**config.mk**
```make
export PLATFORM = sky130hd
export DESIGN_NAME = queue_param
export DESIGN_NICKNAME = d
export VERILOG_FILES = /design/src/rtl/queue_pkg.sv /design/src/rtl/req_edge_detect.sv /design/src/rtl/queue_param.sv
export SDC_FILE = /design/constraint.sdc
export NUM_CORES = 1
export LEC_CHECK = 0
export CELL_PAD_IN_SITES_DETAIL_PLACEMENT = 0
export CELL_PAD_IN_SITES_GLOBAL_PLACEMENT = 2
export CORE_ASPECT_RATIO = 2
export CORE_MARGIN = 8
export CORE_UTILIZATION = 50
export CTS_CLUSTER_DIAMETER = 150
export DETAILED_ROUTE_END_ITERATION = 10
export DONT_BUFFER_PORTS = 1
export PLACE_DENSITY_LB_ADDON = 0.1
export SYNTH_ARGS = -nofsm -noshare
export SYNTH_HDL_FRONTEND = slang
export SYNTH_HIERARCHICAL = 1
export SYNTH_SLANG_ARGS = --single-unit
```
**constraint.sdc**
```tcl
create_clock -name clock_10KHZ -period 4.2 [get_ports clock_10KHZ]
set_input_delay 0.21 -clock clock_10KHZ [delete_from_list [all_inputs] [get_ports clock_10KHZ]]
set_output_delay 0.21 -clock clock_10KHZ [all_outputs]
set_load 0.05 [all_outputs]
```
**src/rtl/queue_pkg.sv**
```systemverilog
// Shared types and default sizing for the parametrised circular-buffer queue.
package queue_pkg;

  // Operation committed on the most recent clock edge.
  typedef enum logic [1:0] {
    OP_NONE = 2'd0,
    OP_ENQ  = 2'd1,
    OP_DEQ  = 2'd2,
    OP_BOTH = 2'd3
  } op_t;

  localparam int DEF_DATA_WIDTH = 8;
  localparam int DEF_DEPTH      = 8;

endpackage : queue_pkg

```
**src/rtl/req_edge_detect.sv**
```systemverilog
// Single-bit rising-edge detector.
// ev_out is high while req_in is high and was low on the previous sampled edge.
module req_edge_detect (
  input  logic clk,
  input  logic rst,
  input  logic req_in,
  output logic ev_out
);

  logic prev_q;
  logic prev_d;

  // The history simply follows the request level every cycle.
  always_comb begin
    prev_d = req_in;
  end

  // History register, cleared by the synchronous reset.
  always_ff @(posedge clk) begin
    // NOTE: state is updated with <= so that every flop samples pre-edge values,
    // independent of the order in which the always blocks are evaluated.
    if (rst) prev_q <= 1'b0;
    else     prev_q <= prev_d;
  end

  assign ev_out = req_in & ~prev_q;

endmodule : req_edge_detect

```
**src/rtl/queue_param.sv**
```systemverilog
// Parametrised circular-buffer FIFO driven by request-level edges.
// One enqueue and/or one dequeue is committed per rising edge of the request
// levels; flush clears the contents; overflow/underflow flags are sticky.
module queue_param
  import queue_pkg::*;
#(
  parameter  int DATA_WIDTH = DEF_DATA_WIDTH,
  parameter  int DEPTH      = DEF_DEPTH,
  localparam int CNT_W      = $clog2(DEPTH) + 1
) (
  input  logic                  clock_10KHZ,
  input  logic                  reset,
  input  logic [DATA_WIDTH-1:0] data_in,
  input  logic                  enqueue_in,
  input  logic                  dequeue_in,
  input  logic                  flush_in,
  output logic [DATA_WIDTH-1:0] data_out,
  output logic                  data_valid_out,
  output logic [CNT_W-1:0]      len_out,
  output logic                  full_out,
  output logic                  empty_out,
  output logic                  overflow_out,
  output logic                  underflow_out,
  output logic [1:0]            op_out
);

  localparam int PTR_W = $clog2(DEPTH);

  logic enq_ev;
  logic deq_ev;

  logic [PTR_W-1:0]      head_q, head_d;
  logic [PTR_W-1:0]      tail_q, tail_d;
  logic [CNT_W-1:0]      len_q,  len_d;
  logic [DATA_WIDTH-1:0] data_q, data_d;
  logic                  valid_q, valid_d;
  logic                  ovf_q, ovf_d;
  logic                  udf_q, udf_d;
  op_t                   op_q,  op_d;

  logic                  wr_en;
  logic [DATA_WIDTH-1:0] mem_q [DEPTH];

  logic is_full;
  logic is_empty;

  req_edge_detect u_enq_edge (
    .clk    (clock_10KHZ),
    .rst    (reset),
    .req_in (enqueue_in),
    .ev_out (enq_ev)
  );

  req_edge_detect u_deq_edge (
    .clk    (clock_10KHZ),
    .rst    (reset),
    .req_in (dequeue_in),
    .ev_out (deq_ev)
  );

  assign is_full  = (len_q == CNT_W'(DEPTH));
  assign is_empty = (len_q == '0);

  // Resolve this cycle's events against the current occupancy.
  always_comb begin
    // NOTE: every variable gets a default before any branch, so no path can
    // leave one unassigned and infer a latch.
    head_d  = head_q;
    tail_d  = tail_q;
    len_d   = len_q;
    data_d  = data_q;
    valid_d = 1'b0;
    ovf_d   = ovf_q;
    udf_d   = udf_q;
    op_d    = OP_NONE;
    wr_en   = 1'b0;

    if (flush_in) begin
      // Events arriving with a flush are dropped and never raise error flags.
      head_d = '0;
      tail_d = '0;
      len_d  = '0;
    end else begin
      unique case ({enq_ev, deq_ev})
        2'b10: begin
          if (!is_full) begin
            wr_en  = 1'b1;
            tail_d = tail_q + 1'b1;
            len_d  = len_q + CNT_W'(1);
            op_d   = OP_ENQ;
          end else begin
            ovf_d = 1'b1;
          end
        end
        2'b01: begin
          if (!is_empty) begin
            data_d  = mem_q[head_q];
            valid_d = 1'b1;
            head_d  = head_q + 1'b1;
            len_d   = len_q - CNT_W'(1);
            op_d    = OP_DEQ;
          end else begin
            udf_d = 1'b1;
          end
        end
        2'b11: begin
          // The write always lands: when full, the read frees the slot it uses.
          wr_en  = 1'b1;
          tail_d = tail_q + 1'b1;
          if (!is_empty) begin
            data_d  = mem_q[head_q];
            valid_d = 1'b1;
            head_d  = head_q + 1'b1;
            op_d    = OP_BOTH;
          end else begin
            // No bypass: the word just written is not visible to this read.
            len_d = len_q + CNT_W'(1);
            udf_d = 1'b1;
            op_d  = OP_ENQ;
          end
        end
        default: ;
      endcase
    end
  end

  // Control and status registers with synchronous reset.
  always_ff @(posedge clock_10KHZ) begin
    if (reset) begin
      head_q  <= '0;
      tail_q  <= '0;
      len_q   <= '0;
      data_q  <= '0;
      valid_q <= 1'b0;
      ovf_q   <= 1'b0;
      udf_q   <= 1'b0;
      op_q    <= OP_NONE;
    end else begin
      head_q  <= head_d;
      tail_q  <= tail_d;
      len_q   <= len_d;
      data_q  <= data_d;
      valid_q <= valid_d;
      ovf_q   <= ovf_d;
      udf_q   <= udf_d;
      op_q    <= op_d;
    end
  end

  // Storage array write port.
  always_ff @(posedge clock_10KHZ) begin
    // NOTE: the storage has no reset; occupancy tracking guarantees that no
    // entry is read before it has been written.
    if (wr_en && !reset) mem_q[tail_q] <= data_in;
  end

  assign data_out       = data_q;
  assign data_valid_out = valid_q;
  assign len_out        = len_q;
  assign full_out       = (len_q == CNT_W'(DEPTH));
  assign empty_out      = (len_q == '0);
  assign overflow_out   = ovf_q;
  assign underflow_out  = udf_q;
  assign op_out         = op_q;

endmodule : queue_param

```
After elaboration in Yosys (flattened, before gate mapping)
Memories as Yosys holds them, arrays and structs flattened. A register that Yosys moved wholly into a read port is not among the register bits.
Index checks and enable logic that the tools add are counted.

word-level totals
  output and inout bits = 19
  memories kept = 1
  input port bits = 13
  logic and storage cells = 58
  RAM bits = 64
  flip-flop bits (word level) = 17

cells by class
  bitwise operators = 7
  eq/ne operators = 7
  $add $sub $neg = 4
  multiplexer cells = 16
  reduce and logical (&&, ||, !) cells = 14

memories
  name   words  width  rd ports  clocked after Yosys merged registers in  write ports  line               text
  mem_q  8      8      1         1                                        1            queue_param.sv:42  logic [DATA_WIDTH-1:0] mem_q [DEPTH];

operators with widths
  kind                   count
  $mux W4                3
  $pmux W4 S3            1
  $reduce_and A3 Y1      3
  $add A3 B1 Y3 const B  2
  $mux W1                6
  $ne A2 B2 Y1 const B   3
  $pmux W2 S3            1
  $pmux W3 S2            1
  $not A1 Y1             5
  $add A4 B1 Y4 const B  1
  $eq A2 B2 Y1 const B   2
  $eq A4 B4 Y1 const B   1
  $logic_not A4 Y1       1
  $mux W2                2
  $reduce_and A2 Y1      2
  $reduce_and A4 Y1      1
  $reduce_or A2 Y1       2
  $sub A4 B1 Y4 const B  1
  $mux W3                1
  $reduce_bool A3 Y1     1
  $reduce_or A3 Y1       1
  $and A1 B1 Y1          2
  $eq A2 B1 Y1 const B   1
  $pmux W1 S2            1
  other kinds (3)        3

Logic depth before layout (Yosys ltp)
  word-level depth = 8
  gate-level depth with buffers = 9
  gate-level depth less buffers = 8

Hierarchy
The synthesis kept the hierarchy.

by module, submodules not included
  module           area an instance (um^2)  sequential area each (um^2)  times used  cells each
  queue_param      3550.9                   2382.3                       1           216
  req_edge_detect  47.5                     20.0                         2           3

Worst setup path after synthesis
No wires, ideal clock.

  kind = reg2reg
  start = register len_q[1] (netlist: len_out[1])
  end = memory mem_q[0][0] (netlist bit) (enable)
  path buffers = 0
  clock period less this slack = 2.689 ns
  setup time = 0.395 ns
  slack = 1.511 ns
  data required time = 3.805 ns
  arrival = 2.294 ns
  cell stages (with the launch flop) = 5
  path through = dfxtp_1 or4b_4 o21ai_4 or2_2 nor4_1

between the ends
  word-level cells in the longest chain between the ends = 7

ends and longest elaborated chain
  what                           line                text
  start: declaration             queue_param.sv:34   logic [CNT_W-1:0] len_q, len_d;
  start signal: assignment       queue_param.sv:141  len_q <= len_d;
  $eq A4 B4 Y1                   queue_param.sv:61   assign is_full = (len_q == CNT_W'(DEPTH));
  $mux W1                        queue_param.sv:86   if (!is_full) begin
  $pmux W1 S2                    queue_param.sv:84   unique case ({enq_ev, deq_ev})
  $mux W1                        queue_param.sv:78   if (flush_in) begin
  $logic_and A1 B1 Y1            queue_param.sv:154  if (wr_en && !reset) mem_q[tail_q] <= data_in;
  $mux W1                        queue_param.sv:154
  $mux W1 (implied by the code)  queue_param.sv:154
  end: declaration               queue_param.sv:42

Every way passes these cells.

Worst setup path after layout
  start = register len_q[0] (netlist: len_out[0])
  end = memory mem_q[1][7] (netlist bit) (enable)

The elaborated chain is that of the path after synthesis.

==> results.json <==
{
  "hold_violations": 0,
  "synth_edf_count": 64,
  "die_w_um": 76.4,
  "crit_path_max_fanout": 10,
  "clock-root-buffer": "clkbuf_16",
  "grt_pass1_wl_mm": 10.9,
  "cts_repair_resize_count": 0,
  "worstHoldPathType": "input pin to flip-flop",
  "crit_type": "flip-flop to flip-flop",
  "fin_crit_ns": 2.85,
  "dieArea_um2": 10400,
  "syn_inst": 222,
  "fin_nets": 253,
  "grt_pass1_vias": 1883,
  "ys.flop_type": "edfxtp_1",
  "pre_cts_slack_ns": 1.34,
  "async_flop_share_pct": 0,
  "drt_first_pass_iters": 4,
  "grt_antenna_before_repair": 0,
  "critPathArrivalTime_ns": 2.80,
  "place_congestion": 0.796,
  "routedWlPerCell_um": 20.6,
  "grt_max_degree": 19,
  "ir_drop_mv": 0.321,
  "cts_tree": "yes",
  "dpl.hpwl_mm": 4.77,
  "dp_cells": 306,
  "viasPerCell": 5.59,
  "grt_usage_pct": 14.0,
  "yosysUniqueCellTypes": 38,
  "min_path_cells": 1,
  "setup_slack_ns": 1.35,
  "synth_warnings": 6,
  "yosysSeqAreaShare_pct": 66.4,
  "h-tree-depth": 3,
  "r2r_cells": 4,
  "relSlewSlack_pct": 25.8,
  "insertedDiodeCount": 0,
  "port_buffers": 0,
  "yosys_register_bits": 89,
  "clock_skew_ns": 0.00758,
  "ant_nets": 0,
  "clock.fmax_ghz": 0.351,
  "startpoint": "len_out[0]",
  "worst_pin_slew_ns": 1.11,
  "dpl_cell_area_um2": 3700,
  "leakage_nw": 1.32,
  "drt_wl_total_mm": 6.84,
  "synth_area_um2": 3650,
  "start_util_pct": 50.9,
  "vias": 1855,
  "r2r_slack_ns": 1.35,
  "syn_to_final_growth_pct": 11.7,
  "critical_path.endpoint": "mem_q[1][7]",
  "n_fill_cell": 587,
  "core_um2": 7160,
  "cp-start-kind": "flip-flop",
  "gr-total-overflow": 0,
  "status": "completed",
  "syn_avg_cell_area_um2": 16.4,
  "r2r-end": "mem_q[1][7]",
  "clkLatencyLatePin_ns": 0.33,
  "io-pin-count": 32,
  "die_h_um": 137,
  "synth_nets": 240,
  "fin_area_um2": 4070,
  "rsz0062_at_grt": "false",
  "path_clk_slew_ns": 0.06,
  "r2r-start": "len_out[0]",
  "fin_cells": 332,
  "slew_violations": 0,
  "end_kind": "flip-flop",
  "tns_ns": 0,
  "cts_buffer_depth": 2,
  "post_route_cells_drive_above_1_share_pct": 20.0,
  "placementRows": 44,
  "setup_viol": 0,
  "drtIter0Drc": 147,
  "numCtsBuffers": 9,
  "min_period_over_period_pct": 67.9,
  "crit_required_ns": 4.15,
  "route.detailed.drc": 0,
  "cts_sinks": 89,
  "power_density_nw_per_um2": 445,
  "maxCapViolCount": 0
}
## power breakdown
| group | leakage, nW | switching [mW] | internal, mW |
|---|---|---|---|
| combinational | 0.416 | 0.0557 | 0.0414 |
| sequential | 0.779 | 0.0389 | 0.952 |
| clock | 0.122 | 0.321 | 0.404 |
## metrics by stage
stage / hold WS (ns) / total power, mW / util [%]
4_1_cts: 0.00270 / 1.83 / 56.9
6_report: 0.0114 / 1.81 / 56.9
2_1_floorplan: 0.274 / 1.08 / -
3_3_place_gp: 0.277 / 1.09 / 51.7
3_5_place_dp: 0.278 / 1.09 / 51.7
5_1_grt: 0.00238 / 1.87 / 56.9
## worst min-delay path by stage
stage,startpoint,end,slack (ns)
2_1_floorplan,reset,u_deq_edge/prev_q,0.27
3_3_place_gp,reset,u_enq_edge/prev_q,0.28
3_5_place_dp,reset,u_deq_edge/prev_q,0.28
4_1_cts,dequeue_in,u_deq_edge/prev_q,0.003
5_1_grt,dequeue_in,u_deq_edge/prev_q,0.002
6_report,dequeue_in,u_deq_edge/prev_q,0.01
## sequential cells by signal, indices dropped and copies added, names as in the netlist
| register | cells |
|---|---|
| mem_q | 64 |
| u_deq_edge/prev_q | 1 |
| u_enq_edge/prev_q | 1 |
| underflow_out | 1 |
| len_out | 4 |
| tail_q | 3 |
| data_valid_out | 1 |
| overflow_out | 1 |
| head_q | 3 |
| op_out | 2 |
| data_out | 8 |
## cells by family (layout without fill, tap and decap cells)
logic type                 count (synthesis)  after routing  share of synthesized area, %
AOI/OAI and AO/OA                         23             23                          5.90
adders and majority gates                  5              5                          1.92
xor gates and xnor gates                   7              7                          1.68
DFF                                       89             89                          66.4
muxes                                     27             27                          12.9
and+or+nand+nor                           51             51                          7.79
buffers and inverters                     20             38                          3.36
## area by class of cell
| class | count | area, um^2 | area share [%] |
|---|---|---|---|
| Tap cell | 92 | 115 | 2.83 |
| Multi-Input combinational cell | 113 | 1110 | 27.2 |
| Inverter | 9 | 33.8 | 0.829 |
| Clock buffer | 11 | 233 | 5.71 |
| Clock inverter | 5 | 40.0 | 0.983 |
| Timing Repair Buffer | 13 | 123 | 3.01 |
| Sequential cell | 89 | 2420 | 59.5 |
## synthesized netlist by cell type (2+ instances only)
cell | instances | share of area, %
nor4_1 | 2 | 0.34
nand2b_1 | 4 | 0.69
nor3_1 | 7 | 0.96
mux4_2 | 16 | 9.9
dfxtp_1 | 25 | 14
xor2_1 | 2 | 0.48
a21oi_1 | 2 | 0.27
nand2_1 | 2 | 0.21
a211oi_1 | 9 | 1.9
edfxtp_1 | 64 | 53
nand3_1 | 2 | 0.27
xnor2_1 | 5 | 1.2
a31oi_1 | 3 | 0.51
buf_6 | 5 | 1.5
or2_2 | 2 | 0.34
nor2b_4 | 4 | 1.5
ha_1 | 4 | 1.4
mux2i_1 | 11 | 3.0
nor2_1 | 25 | 2.6
inv_1 | 9 | 0.93
clkbuf_1 | 2 | 0.21
## placed cells by master, fill, tap and decap left out, types with 4 or more instances in the layout
cell type / netlist / final
mux4_2: 16 / 16
a211oi_1: 9 / 9
dlygate4sd3_1: 0 / 10
nor2b_4: 4 / 4
mux2i_1: 11 / 11
ha_1: 4 / 4
nor3_1: 7 / 7
clkbuf_16: 0 / 9
edfxtp_1: 64 / 64
inv_1: 9 / 9
xnor2_1: 5 / 5
nor2_1: 25 / 25
dfxtp_1: 25 / 25
nand2b_1: 4 / 4
## per-layer routing
metal	up-vias	GRT usage [%]	part of all wire, %
met5	-	0	0
met4	0	7.33	2.5
met3	13	4.80	6.8
met2	61	21.4	48
met1	903	17.0	42
li1	878	-	-
## critical path, stage by stage (launching register included)
cell	delay (ns)
dfxtp_1	0.87
or4b_4	0.32
o21ai_4	0.08
or2_2	0.36
nor3_1	0.85
## repair_timing
action / in CTS / in global routing
hold endpoints to repair: 78 / 0
hold buffers: 10 / 0
buffers inserted: 0 / 0
Power figures use the tool's default switching activity.
